File: config.mk
export PLATFORM = sky130hd
export DESIGN_NAME = hazard_scoreboard
export DESIGN_NICKNAME = d
export VERILOG_FILES = /design/src/rtl/hazard_scoreboard.sv
export SDC_FILE = /design/constraint.sdc
export NUM_CORES = 1
export LEC_CHECK = 0
export ABC_AREA = 0
export BUFFER_PORTS_ARGS = -buffer_cell sky130_fd_sc_hd__buf_4
export CORE_MARGIN = 3
export CORE_UTILIZATION = 38
export CTS_CLUSTER_SIZE = 10
export DETAILED_ROUTE_END_ITERATION = 12
export HOLD_SLACK_MARGIN = 0.02
export PLACE_DENSITY = 0.61
export SKIP_LAST_GASP = 1
export SLEW_MARGIN = 20
export SYNTH_ARGS = -nofsm -noshare
export SYNTH_HDL_FRONTEND = slang
export SYNTH_SLANG_ARGS = --single-unit
export TNS_END_PERCENT = 50
File: constraint.sdc
create_clock -name clk -period 1.4 [get_ports clk]
set_input_delay 0.07 -clock clk [delete_from_list [all_inputs] [get_ports clk]]
set_output_delay 0.07 -clock clk [all_outputs]
set_load 0.02 [all_outputs]
File: src/rtl/hazard_scoreboard.sv
// hazard_scoreboard
//   Hazard and forwarding controller for the 5-stage F/D/E/M/W core.
//   It tracks the destination tags of the E, M and W stages itself, so the CPU
//   only presents decode-stage fields. It also handles a variable-latency data
//   memory with a wait timeout.
//
//   Optional feature macro: HAZ_PERF_CNT_EN
//     When defined, adds saturating stall_cnt/flush_cnt performance counters.
//
// Ports
//   clk, reset                 clock (rising edge), asynchronous active-low reset
//   valid_d                    D stage holds a real instruction
//   ra1_d, ra2_d, use1_d, use2_d   D source registers and their read enables
//   wa_d, regwrite_d           D destination register and its write enable
//   memtoreg_d, memwrite_d     D is a load / store
//   pcwrite_d                  D writes the PC register
//   cond_ok_e                  E condition passed (gates E side effects into M)
//   branch_e                   taken branch resolved in E
//   mem_ready_m                data memory completes the M access this cycle
//   fwd_a_e, fwd_b_e           00 regfile, 01 Result(W), 10 ALUOutM
//   stall_f/d/e/m              hold the stage register
//   flush_d/e/w                insert a bubble into the stage register
//   mem_err                    sticky flag: a memory wait hit MEM_TIMEOUT
//   stall_cnt, flush_cnt       perf counters (HAZ_PERF_CNT_EN only)
//
// FSM states
//   state | meaning
//   RUN   | pipeline advancing normally; wait counter held at zero
//   MWAIT | M-stage memory access outstanding; counting toward MEM_TIMEOUT
module hazard_scoreboard #(
    parameter int REG_AW      = 4,
    parameter int PC_REG      = 15,
    parameter int MEM_TIMEOUT = 16,
    parameter int CNT_W       = 16
) (
    input  logic              clk,
    input  logic              reset,
    input  logic              valid_d,
    input  logic [REG_AW-1:0] ra1_d,
    input  logic [REG_AW-1:0] ra2_d,
    input  logic              use1_d,
    input  logic              use2_d,
    input  logic [REG_AW-1:0] wa_d,
    input  logic              regwrite_d,
    input  logic              memtoreg_d,
    input  logic              memwrite_d,
    input  logic              pcwrite_d,
    input  logic              cond_ok_e,
    input  logic              branch_e,
    input  logic              mem_ready_m,
    output logic [1:0]        fwd_a_e,
    output logic [1:0]        fwd_b_e,
    output logic              stall_f,
    output logic              stall_d,
    output logic              stall_e,
    output logic              stall_m,
    output logic              flush_d,
    output logic              flush_e,
    output logic              flush_w,
    output logic              mem_err
`ifdef HAZ_PERF_CNT_EN
    ,
    output logic [CNT_W-1:0]  stall_cnt,
    output logic [CNT_W-1:0]  flush_cnt
`endif
);

    localparam logic [REG_AW-1:0] PC_IDX = REG_AW'(PC_REG);
    localparam int TW = (MEM_TIMEOUT > 1) ? $clog2(MEM_TIMEOUT) : 1;
    localparam logic [TW-1:0] LAST_WAIT = TW'(MEM_TIMEOUT - 1);

    typedef enum logic {RUN, MWAIT} state_t;

    typedef struct packed {
        logic              valid;
        logic [REG_AW-1:0] wa;
        logic              regWrite;
        logic              memToReg;
        logic              memOp;
        logic              pcWrite;
    } tag_t;

    tag_t              tagE;
    tag_t              tagM;
    logic [REG_AW-1:0] raE1;
    logic [REG_AW-1:0] raE2;

    // W only needs what forwarding and PC tracking look at.
    logic              wValid;
    logic [REG_AW-1:0] wWa;
    logic              wRegWrite;
    logic              wPcWrite;

    state_t            state;
    logic [TW-1:0]     waitCnt;

    logic timeout;
    logic memStall;
    logic loadUse;
    logic pcPending;

    assign timeout  = (state == MWAIT) && (waitCnt == LAST_WAIT);
    assign memStall = ((state == RUN) && tagM.valid && tagM.memOp && !mem_ready_m)
                    || ((state == MWAIT) && !mem_ready_m && !timeout);

    assign loadUse = tagE.valid && tagE.memToReg && tagE.regWrite
                   && ((use1_d && (ra1_d == tagE.wa)) || (use2_d && (ra2_d == tagE.wa)));

    assign pcPending = (valid_d && pcwrite_d)
                     || (tagE.valid && tagE.pcWrite)
                     || (tagM.valid && tagM.pcWrite)
                     || (wValid && wPcWrite);

    // Loads in M have no data yet, so only ALU results forward from M.
    always_comb begin
        fwd_a_e = 2'b00;
        fwd_b_e = 2'b00;
        if (raE1 != PC_IDX) begin
            if (tagM.valid && tagM.regWrite && !tagM.memToReg && (tagM.wa == raE1))
                fwd_a_e = 2'b10;
            else if (wValid && wRegWrite && (wWa == raE1))
                fwd_a_e = 2'b01;
        end
        if (raE2 != PC_IDX) begin
            if (tagM.valid && tagM.regWrite && !tagM.memToReg && (tagM.wa == raE2))
                fwd_b_e = 2'b10;
            else if (wValid && wRegWrite && (wWa == raE2))
                fwd_b_e = 2'b01;
        end
    end

    // A memory stall freezes F..M and bubbles W; it masks every other request.
    always_comb begin
        stall_f = 1'b0;
        stall_d = 1'b0;
        stall_e = 1'b0;
        stall_m = 1'b0;
        flush_d = 1'b0;
        flush_e = 1'b0;
        flush_w = 1'b0;
        if (memStall) begin
            stall_f = 1'b1;
            stall_d = 1'b1;
            stall_e = 1'b1;
            stall_m = 1'b1;
            flush_w = 1'b1;
        end else begin
            stall_f = loadUse || pcPending;
            stall_d = loadUse && !branch_e;
            flush_d = pcPending || branch_e;
            flush_e = loadUse || branch_e;
        end
    end

    always_ff @(posedge clk or negedge reset) begin
        if (!reset) begin
            state   <= RUN;
            waitCnt <= '0;
            mem_err <= 1'b0;
        end else begin
            case (state)
                RUN: begin
                    waitCnt <= '0;
                    if (tagM.valid && tagM.memOp && !mem_ready_m)
                        state <= MWAIT;
                end
                MWAIT: begin
                    if (mem_ready_m) begin
                        state   <= RUN;
                        waitCnt <= '0;
                    end else if (timeout) begin
                        state   <= RUN;
                        waitCnt <= '0;
                        mem_err <= 1'b1;
                    end else begin
                        waitCnt <= waitCnt + TW'(1);
                    end
                end
                default: begin
                    state   <= RUN;
                    waitCnt <= '0;
                end
            endcase
        end
    end

    always_ff @(posedge clk or negedge reset) begin
        if (!reset) begin
            tagE      <= '0;
            tagM      <= '0;
            raE1      <= '0;
            raE2      <= '0;
            wValid    <= 1'b0;
            wWa       <= '0;
            wRegWrite <= 1'b0;
            wPcWrite  <= 1'b0;
        end else if (!memStall) begin
            wValid    <= tagM.valid;
            wWa       <= tagM.wa;
            wRegWrite <= tagM.regWrite;
            wPcWrite  <= tagM.pcWrite;

            // A failed condition keeps the slot but strips its side effects.
            tagM.valid    <= tagE.valid;
            tagM.wa       <= tagE.wa;
            tagM.memToReg <= tagE.memToReg;
            tagM.regWrite <= tagE.regWrite && cond_ok_e;
            tagM.memOp    <= tagE.memOp && cond_ok_e;
            tagM.pcWrite  <= tagE.pcWrite && cond_ok_e;

            if (flush_e || !valid_d) begin
                tagE <= '0;
                raE1 <= '0;
                raE2 <= '0;
            end else begin
                tagE.valid    <= 1'b1;
                tagE.wa       <= wa_d;
                tagE.regWrite <= regwrite_d;
                tagE.memToReg <= memtoreg_d;
                tagE.memOp    <= memtoreg_d || memwrite_d;
                tagE.pcWrite  <= pcwrite_d;
                raE1          <= ra1_d;
                raE2          <= ra2_d;
            end
        end
    end

`ifdef HAZ_PERF_CNT_EN
    always_ff @(posedge clk or negedge reset) begin
        if (!reset) begin
            stall_cnt <= '0;
            flush_cnt <= '0;
        end else begin
            if (stall_f && (stall_cnt != {CNT_W{1'b1}}))
                stall_cnt <= stall_cnt + CNT_W'(1);
            if (flush_e && (flush_cnt != {CNT_W{1'b1}}))
                flush_cnt <= flush_cnt + CNT_W'(1);
        end
    end
`endif

endmodule

==> results.py <==
metrics = {
    "logic_synthesis": {
        "synth_seq_area_share_pct": 49.21,
        "netlist_instances": 221,
        "yosys.cell_count.top_type": "nand2_1",
        "syn-num-nets": 246,
        "synth_edf_count": 0,
        "yosysWarnings": 0,
        "synthDistinctLibCells": 32,
        "avgSynthCellArea_um2": 8.974,
        "yosysTopAreaCell": "dfrtp_1",
        "yosys-top-cells-area": "dfrtp_1, nand2_1, xor2_1",
        "syn_area_um2": 1983,
        "yosys-top-cells-count": "nand2_1, dfrtp_1, nand3_1",
        "synth_top_area_share_pct": 49.21,
        "ys_seq_elements": 39,
        "synthArstFlopShare_pct": 100.0,
        "ys.flop_type": "dfrtp_1",
    },
    "power": {
        "seqPwrFrac_pct": 51.4,
        "clkPwrFrac_pct": 30.9,
        "cellLeakagePower_nw": 1.505,
        "switchingPower_mw": 0.6365,
        "cellPowerDensity_nw_per_um2": 792.3,
        "power_mw": 2.392,
        "comb_power_share_pct": 17.7,
        "p_int_mw": 1.756,
        "peakVddDrop_uv": 674.3,
        "switching_share_pct": 26.61,
    },
    "timing": {
        "timing.hold.ws_ps": 24.89,
        "fin_crit_sh_pct": 127.5,
        "maxSlewViolCount": 0,
        "max_freq_mhz": 560.0,
        "hold_viol": 0,
        "finalCriticalPeriod_ps": 1786,
        "setup_viol": 45,
        "max_slew_margin_pct": 66.95,
        "setup_ws_ps": -385.6,
        "grt_setup_unrepaired": "yes",
        "max_slew.worst_pin.slew_ps": 495.8,
        "clock_skew_ps": 4.881,
    },
    "worst_setup_path": {
        "startpoint_type": "flop",
        "critPathMaxFanout": 4,
        "crit_path_end_kind": "output pin",
        "rrSetupSlack_ps": -130,
        "rr_startpoint": "waitCnt[0]",
        "required_ps": 1330,
        "crit_type": "flop to output pin",
        "timing.rr.end": "tagE[7]",
        "reg2reg_depth": 9,
        "arrival_ps": 1720,
    },
    "finish": {
        "areaGrowthSynthToFinish_pct": 52.24,
        "antennaDiodeCount": 0,
        "nets": 326,
        "final_util_pct": 61.87,
        "drive_gt1_share_pct": 41.06,
        "fin_area_um2": 3019,
    },
    "detailed_routing": {
        "drt_wl_total_um": 5335,
        "num_vias": 1855,
        "avgViaCountPerCell": 5.027,
        "first_pass_iters": 4,
        "drt-initial-drc-count": 80,
        "post_drt_wl_per_cell_um": 14.46,
        "drcViolationCount": 0,
        "ant_nets": 0,
    },
    "floorplan": {
        "die_y_um": 78.24,
        "ios": 36,
        "die_x_um": 78.24,
        "start_util_pct": 40.64,
        "rows": 25,
        "core_um2": 4880,
        "dieArea_um2": 6122,
    },
    "clock_tree": {
        "root_buffer": "clkbuf_8",
        "htreeDepth": 2,
        "cts_tree": "done",
        "cts_buffer_depth": 2,
        "clk-insertion-delay-late_ps": 290,
        "clk_pin_slew_ps": 70,
        "clock_sinks": 39,
        "numCtsBuffers": 5,
    },
    "hold_path": {
        "min_delay_path_depth": 3,
        "holdPathEnd": "tagE[5]",
        "min_path_type": "input port to flop",
        "min_from": "wa_d[1]",
    },
    "status": {
        "violations": "negative setup slack",
        "status": "finished, violations left",
    },
    "global_routing": {
        "grt_usage_pct": 18.39,
        "grt-ovfl-total": 0,
        "antenna_found_initial": 0,
        "grt_pass1_vias": 1863,
        "grt_max_degree": 40,
        "grt_pass1_wl_um": 8838,
    },
    "place": {
        "gp_congestion": 0.7781,
        "preCtsSetupSlack_ps": -118.3,
        "port_buffers": 35,
        "dpl_cell_area_um2": 2544,
        "hpwl_um": 3498,
    },
    "run": {
        "drv_cap": 0,
    },
}
-- worst max-delay path by stage --
stage | startpoint | end | slack [ps] | cells past startpoint
finish | tagE[5] | stall_f | -390 | 6
global placement | tagE[7] | stall_f | -90 | 6
CTS | tagE[6] | stall_f | -390 | 6
floorplan | waitCnt[0] | stall_d | 10 | 6
global route | tagE[5] | stall_f | -420 | 6
detailed placement | tagE[5] | stall_f | -120 | 6
-- registers in the layout, indices dropped and copies added, names as in the netlist --
signal     cells
wWa            4
mem_err        1
waitCnt        4
tagM           9
wRegWrite      1
wValid         1
raE1           4
tagE           9
wPcWrite       1
raE2           4
state          1
-- placed cells by master, fill, tap and decap left out, types with 8 or more instances in the layout --
cell type,count
o21ai_0,8
buf_4,61
xnor2_1,9
xor2_1,15
buf_6,16
nand2_1,55
o21ai_1,11
dfrtp_1,32
nand3_1,18
-- metrics by stage --
stage                     TNS [ps]  cells
after detailed placement     -1879    341
after global placement       -1086    341
after floorplan                  0    221
final                        -5708    369
after global routing         -9016    369
after CTS                    -6365    366
-- power groups by stage --
stage	Clock, mW	Combinational, mW	Sequential, mW
2_1_floorplan	0	0.167	1.24
3_3_place_gp	0	0.329	1.25
3_5_place_dp	0	0.332	1.25
4_1_cts	0.749	0.404	1.23
5_1_grt	0.804	0.464	1.24
6_report	0.738	0.424	1.23
-- timing repair --
item                                   CTS  global route
resized for setup                       44            25
cloned                                   2             2
setup buffers                           15             4
endpoints found under the hold margin   39             0
pin swaps                               30            14
setup endpoints to repair               39            45
hold buffers                             1             0
-- metal layers --
metal | part of all wire [%] | track usage, % | up-vias | routed length [um]
li1 | - | - | 909 | -
met1 | 45 | 23.94 | 897 | 2388
met2 | 50 | 31.76 | 43 | 2683
met3 | 3.8 | 2.408 | 6 | 201
met4 | 1.2 | 5.769 | 0 | 62
met5 | 0 | 0 | - | 0
-- final cells by class --
| type | instances | area, um2 |
|---|---|---|
| Clock buffer | 7 | 76.32 |
| Clock inverter | 1 | 5.005 |
| Fill cell | 419 | 1861 |
| Inverter | 3 | 13.76 |
| Multi-Input combinational cell | 167 | 1065 |
| Sequential cell | 39 | 984.7 |
| Tap cell | 67 | 83.83 |
| Timing Repair Buffer | 85 | 790.8 |
-- critical path, cell delays in order, from the launching register on --
cell	delay [ps]
dfrtp_1	440
xnor2_1	150
nand4_1	100
o22ai_2	120
buf_4	160
or3_4	320
buf_6	140
-- kinds of logic after synthesis --
family                   Yosys count  share of synthesized area (%)
AO/OA/AOI/OAI                     33                          10.47
flip-flops                        39                          49.21
AND/OR/NAND/NOR                  109                          24.73
XOR/XNOR                          24                          10.60
adder cells (fa/ha/maj)            1                         0.6308
buffers and inverters             15                          4.353
(Power assumes the default switching activity.)
